<file path="src/rtl/sw_debounce.sv">
// Switch/button conditioning: per-input synchronizer plus stability-counter
// debounce, with registered press/release/change strobes for the core.

module sw_debounce_chan #(
  parameter int SYNC_STAGES     = 2,
  parameter int DEBOUNCE_CYCLES = 50000
) (
  input  logic clk_i,
  input  logic reset_n_i,
  input  logic raw_i,
  output logic stable_o,
  output logic accept_o
);
  localparam int CW = (DEBOUNCE_CYCLES > 1) ? $clog2(DEBOUNCE_CYCLES) : 1;
  localparam logic [CW-1:0] CNT_MAX = CW'(DEBOUNCE_CYCLES - 1);

  logic [SYNC_STAGES-1:0] sync_q, sync_d;
  logic [CW-1:0]          cnt_q, cnt_d;
  logic                   stable_q, stable_d;
  logic                   synced;
  logic                   accept;

  assign synced = sync_q[SYNC_STAGES-1];

  // Any cycle where synced agrees with stable restarts the window, so only
  // an unbroken run of DEBOUNCE_CYCLES disagreeing samples is accepted.
  always_comb begin
    sync_d   = {sync_q[SYNC_STAGES-2:0], raw_i};
    stable_d = stable_q;
    cnt_d    = '0;
    accept   = 1'b0;
    if (synced != stable_q) begin
      if (cnt_q == CNT_MAX) begin
        accept   = 1'b1;
        stable_d = synced;
      end else begin
        cnt_d = cnt_q + 1'b1;
      end
    end
  end

  always_ff @(posedge clk_i or negedge reset_n_i) begin
    if (!reset_n_i) begin
      sync_q   <= '0;
      cnt_q    <= '0;
      stable_q <= 1'b0;
    end else begin
      sync_q   <= sync_d;
      cnt_q    <= cnt_d;
      stable_q <= stable_d;
    end
  end

  assign stable_o = stable_q;
  assign accept_o = accept;
endmodule

module sw_debounce #(
  parameter int WIDTH           = 10,
  parameter int SYNC_STAGES     = 2,
  parameter int DEBOUNCE_CYCLES = 50000
) (
  input  logic             clk_i,
  input  logic             reset_n_i,
  input  logic [WIDTH-1:0] sw_raw_i,
  input  logic             key_raw_i,
  output logic [WIDTH-1:0] sw_o,
  output logic             key_pressed_o,
  output logic             key_press_o,
  output logic             key_release_o,
  output logic             sw_changed_o
);
  logic [WIDTH-1:0] sw_stable, sw_accept;
  logic             key_stable, key_accept;
  logic             press_q, press_d;
  logic             release_q, release_d;
  logic             changed_q, changed_d;

  for (genvar i = 0; i < WIDTH; i++) begin : g_sw
    sw_debounce_chan #(
      .SYNC_STAGES    (SYNC_STAGES),
      .DEBOUNCE_CYCLES(DEBOUNCE_CYCLES)
    ) u_chan (
      .clk_i    (clk_i),
      .reset_n_i(reset_n_i),
      .raw_i    (sw_raw_i[i]),
      .stable_o (sw_stable[i]),
      .accept_o (sw_accept[i])
    );
  end

  // Button idles high; invert so the internal level reads 1 = pressed.
  sw_debounce_chan #(
    .SYNC_STAGES    (SYNC_STAGES),
    .DEBOUNCE_CYCLES(DEBOUNCE_CYCLES)
  ) u_key (
    .clk_i    (clk_i),
    .reset_n_i(reset_n_i),
    .raw_i    (~key_raw_i),
    .stable_o (key_stable),
    .accept_o (key_accept)
  );

  // Strobes are decided from the pre-update stable value, so they land on
  // the same edge the stable register flips.
  always_comb begin
    press_d   = key_accept & ~key_stable;
    release_d = key_accept &  key_stable;
    changed_d = |sw_accept;
  end

  always_ff @(posedge clk_i or negedge reset_n_i) begin
    if (!reset_n_i) begin
      press_q   <= 1'b0;
      release_q <= 1'b0;
      changed_q <= 1'b0;
    end else begin
      press_q   <= press_d;
      release_q <= release_d;
      changed_q <= changed_d;
    end
  end

  assign sw_o          = sw_stable;
  assign key_pressed_o = key_stable;
  assign key_press_o   = press_q;
  assign key_release_o = release_q;
  assign sw_changed_o  = changed_q;
endmodule

</file>
<file path="config.mk">
export PLATFORM = sky130hd
export DESIGN_NAME = sw_debounce
export DESIGN_NICKNAME = d
export VERILOG_FILES = /design/src/rtl/sw_debounce.sv
export SDC_FILE = /design/constraint.sdc
export NUM_CORES = 1
export LEC_CHECK = 0
export ABC_AREA = 1
export CAP_MARGIN = 40
export CORE_MARGIN = 1.5
export CORE_UTILIZATION = 53
export CTS_BUF_LIST = sky130_fd_sc_hd__clkbuf_8 sky130_fd_sc_hd__clkbuf_16
export DETAILED_ROUTE_END_ITERATION = 16
export GPL_ROUTABILITY_DRIVEN = 0
export PLACE_DENSITY_LB_ADDON = 0.08
export SYNTH_ARGS = -nofsm -noshare
export SYNTH_HDL_FRONTEND = slang
export SYNTH_HIERARCHICAL = 1
export SYNTH_SLANG_ARGS = --single-unit
export TNS_END_PERCENT = 30
</file>
<file path="constraint.sdc">
create_clock -name clk_i -period 1.86 [get_ports clk_i]
set_clock_uncertainty 0.15 [all_clocks]
set_input_delay 0.279 -clock clk_i [delete_from_list [all_inputs] [get_ports clk_i]]
set_output_delay 0.279 -clock clk_i [all_outputs]
set_load 0.02 [all_outputs]
</file>
Yosys cells after proc, flatten, opt, wreduce, memory -nomap -nowiden --
Cells that the tools add are included. Widths: inputs -> output; s select.
Storage, ports and cells: bits in registers 212, latch bits 0, RAM bits 0, bits in read-only memories 0, input bits 13, output and inout port bits 14, word-level logic and storage cells 129, memories 0
Operators by class: add/sub/neg operators 11, $mul 0, div/mod/pow operators 0, order comparisons 0, eq/ne operators 22, shifts and indexed selects 0, muxes and demuxes 44, bitwise gates (word level) 4, reductions and logical operators 12
Operators with widths (count):
- $mux 16 | 22
- $add 16x1->16 const B | 11
- $eq 16x16->1 const B | 11
- $mux 1 | 22
- $reduce_and 2->1 | 11
- $ne 1x1->1 | 11
- $reduce_or 10->1 | 1
- $and 1x1->1 | 2
- $not 1->1 | 2

Depth between registers and ports, before layout --
word-level depth 4, depth in mapped cells 9, gate-level depth less buffers 9

Cells and area by module --
The synthesis kept the hierarchy.
By module, submodules not included:
- sw_debounce_chan | instances 11, cells an instance 122, area each 1019.7 um^2
- sw_debounce | instances 1, cells an instance 17, area each 132.6 um^2

Least setup slack after synthesis --
OpenSTA, ideal clock, no wires.
path kind flip-flop to flip-flop, start point register g_sw[1].u_chan.cnt_q[0], end point register changed_q (netlist: sw_changed_o), setup time 0.119 ns, arrival 1.355 ns, required time 1.591 ns, path slack 0.237 ns, stages on the path, launching flop included 9, cell sequence dfrtp_1 ha_1 nand3_4 nor2_2 nand2_2 nor2_1 or2_0 nor2_1 nand2_1
On the way: longest elaborated chain between the ends 4
RTL lines:
- from (decl) | line 18 | logic [CW-1:0] cnt_q, cnt_d;
- from (signal assigned) | line 49 | cnt_q <= cnt_d;
- $eq 16x16->1 | line 33 | if (cnt_q == CNT_MAX) begin
- $mux 1 | line 33
- $mux 1 | line 32 | if (synced != stable_q) begin
- net sw_accept[1] | line 73 | logic [WIDTH-1:0] sw_stable, sw_accept;
- $reduce_or 10->1 | line 109 | changed_d = |sw_accept;
- net changed_d | line 77 | logic changed_q, changed_d;
- to (signal assigned) | line 120 | changed_q <= changed_d;
- to (decl) | line 77
The timed path passes the listed nets, and every way through them passes these cells. A chain may end at the register's enable or synchronous reset.

Worst setup path after layout --
start point register g_sw[4].u_chan.stable_q, end point output sw_o[4]
RTL lines:
- from (decl) | line 19 | logic stable_q, stable_d;
- from (signal assigned) | line 50 | stable_q <= stable_d;
- to (decl) | line 67 | output logic [WIDTH-1:0] sw_o,
No word-level cell between the ends.

==> impl_results.md <==
* Hold depth at 1
* # rows at 53
* Post-Synth Adder-Cell Area at 1.21%
* Clock tree buffer depth at 3
* Cell taking the most area after synthesis: dfrtp_1
* Final hold violation count at 0
* Cell Area, Synth at around 0.011 mm²
* Outcome: completed
* Max Cap Viol at 0
* PwrDens at 790 mW/mm²
* GR Util All Layers at 21.6%
* Worst reg2reg setup slack at 0.16 ns
* Initial antenna violation count at 0
* Simple-gate area share of the yosys netlist at roughly 36%
* Cell count along the critical path at 1
* CP endpoint kind: primary output
* Sequential fraction of the synthesis area at 46.7%
* Fin crit share at 94.7%
* Setup bufs post-CTS at 0
* Syn avg cell area at 8.35 µm²
* CTS Buf Count at 25
* CP max FO at 3
* Slew of the pin with the lowest slew margin at roughly 0.5 ns
* Inst Count DP at 1,687
* YS warnings at 6
* Synth Area in Compound Gates at 2.91%
* XOR/XNOR Fraction of Synth Area at 8.37%
* Crit path time final at about 1.8 ns
* Crit-path cells: dlygate4sd2_1
* First-pass GRT wire length at 39.7 mm
* Ratio of cells with drive above 1 in the final layout at 17.1%
* Slew HR at 67.4%
* Total vias in the final route at 8,775
* Hold Crit Endpoint: g_sw[9].u_chan/sync_q[0]
* Post-Layout Cell Count at around 1,700
* Yosys reg bits at ~210
* Worst path top cell family by delay: flip-flops
* Hold path start: sw_raw_i[9]
* Final setup vio count at 0
* Unique masters post-synth at 23
* Die Area at 0.0223 mm²
* Grt total ovfl at 0
* WP data required at 1.43 ns
* # DRC at 0
* Leak Pwr at 0.00619 µW
* Fin. max-slew vios at 0
* Post-synthesis mux area share at 0%
* Clock Pin Slew Worst Setup and Hold Paths at 0.06 ns
* Clock sink count at around 210
* Initial core utilization at 54.0%
* VDD IR max at ~0.73 mV
* Buf/Inv on CP at 1
* TNS Setup at 0 ns
* Die width at 149 µm
* Detailed placer's ending HPWL at 16.7 mm
* N_diodes at 0
* Vias in the first global route at 8,508
* Cells after Synth at 1,359
* Post-Route WL at 22.6 mm
* Post-detailed-route wirelength per cell at 13.0 µm
* CTS Root Cell: clkbuf_16
* Synth top area share at 46.7%
* CP peak stage delay at roughly 0.45 ns
* Crit path kind: flop to primary output
* Hold WC Path Type: input pin to flop
* Worst R2R End: sw_changed_o
* Reg2reg path depth at 9
* Setup repair after global routing missed its margin: no
* CTS tree: yes
* Largest cells by area after synthesis: dfrtp_1 (47%), nor2_1 (10%), nand2_1 (7.7%), nand3_1 (4.4%), nor2_2 (4.2%)
* Sequential cell area at 0.00531 mm²
* CORE AREA at 0.0210 mm²
* DRT antenna net count at 0
* Fin area at 0.0131 mm²
* Largest family of logic cells by synthesized area: simple AND/OR/NAND/NOR gates
* CP max stage cell: dfrtp_1
* Max frequency at 568 MHz
* Clock H-tree levels at 1
* DR iter-0 viols at 430
* CP startpoint: g_sw[4].u_chan/stable_o
* Area growth syn-to-layout at 15.3%
* FF-to-FF Start: g_sw[4].u_chan/cnt_q[0]
* IO Pins at 27
* Port buffer count at 26
* Drt pass-1 iters at 5
* Vias/cell at 5.06
* Clock latency on the worst-skew pair at 0.52 ns
* Pin count of the biggest net entering global routing at 61
* Die span in y at roughly 150 µm
* Multi-input gate area at 0.00550 mm²
* Synthesized net count at around 1,400
* Worst setup SP type: flop
* Filler cells at 1,854
* Fin nets at 1,464
* Post-Place Cell Area at 0.0122 mm²
* Arr. time, crit path at around 1.3 ns
[metrics by stage]
| stage | power (µW) | setup WS, ns | hold WS (ns) | utilization, % |
|---|---|---|---|---|
| finish | 10300 | 0.0993 | 0.0424 | 62.3 |
| global placement | 5280 | 0.188 | 0.106 | 58.1 |
| detailed placement | 5290 | 0.166 | 0.107 | 58.1 |
| floorplan | 5060 | 0.237 | -0.167 | - |
| global route | 10800 | 0.0220 | 0.0269 | 62.3 |
| CTS | 10500 | 0.0653 | 0.0164 | 62.3 |
[sequential cells by signal, summed over array words and instances, names as in the netlist]
register / flops
g_sw.u_chan/cnt_q: 160
g_sw.u_chan/stable_o: 10
g_sw.u_chan/sync_q: 20
key_press_o: 1
key_release_o: 1
sw_changed_o: 1
u_key/cnt_q: 16
u_key/stable_o: 1
u_key/sync_q: 2
[synthesized netlist by cell type]
| library cell | n |
|---|---|
| nand3_2 | 11 |
| xor2_2 | 11 |
| inv_1 | 124 |
| nor3_4 | 11 |
| ha_1 | 11 |
| nand3_4 | 11 |
| xnor2_1 | 44 |
| dfrtp_1 | 212 |
| nor2_1 | 314 |
| inv_2 | 22 |
| and2_0 | 1 |
| nor2_2 | 77 |
| or2_0 | 1 |
| nand3b_1 | 11 |
| nand2_4 | 11 |
| a21oi_1 | 22 |
| a31oi_1 | 22 |
| o21bai_1 | 11 |
| xor2_1 | 44 |
| nand4_1 | 33 |
| nand2_2 | 22 |
| nand2_1 | 234 |
| nand3_1 | 99 |
[power breakdown]
group / leakage, µW / total, µW / switching [µW] / internal (µW)
sequential: 0.00288 / 4790 / 91.3 / 4690
clock: 0.000425 / 5150 / 1990 / 3160
combinational: 0.00289 / 411 / 256 / 155
[placed cells by master, fill, tap and decap left out, types with 14 or more instances in the layout]
| cell | count |
|---|---|
| dlygate4sd2_1 | 14 |
| buf_4 | 23 |
| a21oi_1 | 22 |
| nor2_2 | 77 |
| inv_1 | 125 |
| nand2_2 | 22 |
| clkbuf_16 | 25 |
| inv_2 | 22 |
| nand4_1 | 33 |
| xor2_1 | 44 |
| a31oi_1 | 22 |
| dfrtp_1 | 212 |
| nand2_1 | 234 |
| nand3_1 | 99 |
| nor2_1 | 314 |
| xnor2_1 | 44 |
[layer usage]
metal	vias up	track usage (%)	wire, µm
li1	4458	-	-
met1	4144	30.1	10800
met2	134	35.8	10600
met3	39	3.03	761
met4	0	4.80	416
met5	-	0	0
[how the worst max path moves through the flow]
stage,endpoint,slack (ns)
final,sw_o[4],0.1
after global placement,sw_changed_o,0.19
after global routing,sw_changed_o,0.02
after floorplan,sw_changed_o,0.24
after detailed placement,sw_changed_o,0.17
after CTS,sw_o[8],0.07
[logic make-up (layout without fill, tap and decap cells)]
group           Yosys count  in the layout
simple gates            836            836
xor+xnor                 99             99
flops                   212            212
compound gates           55             55
fa+ha+maj                11             11
buf+inv                 146            246
[what timing repair did]
item,CTS,global route
endpoints found under the setup margin,14,0
endpoints found under the hold margin,198,0
hold buffers,1,0
resized for setup,14,0
[final cells by class]
class                   instances  share of cell area, %
repair buffers                 54                   3.90
inverters                     146                   4.19
multi-input cells            1001                   42.0
clock inverters                18                   1.68
well taps                     275                   2.63
flip-flops and latches        212                   40.5
clock buffers                  28                   5.09
(Power assumes the default switching activity.)
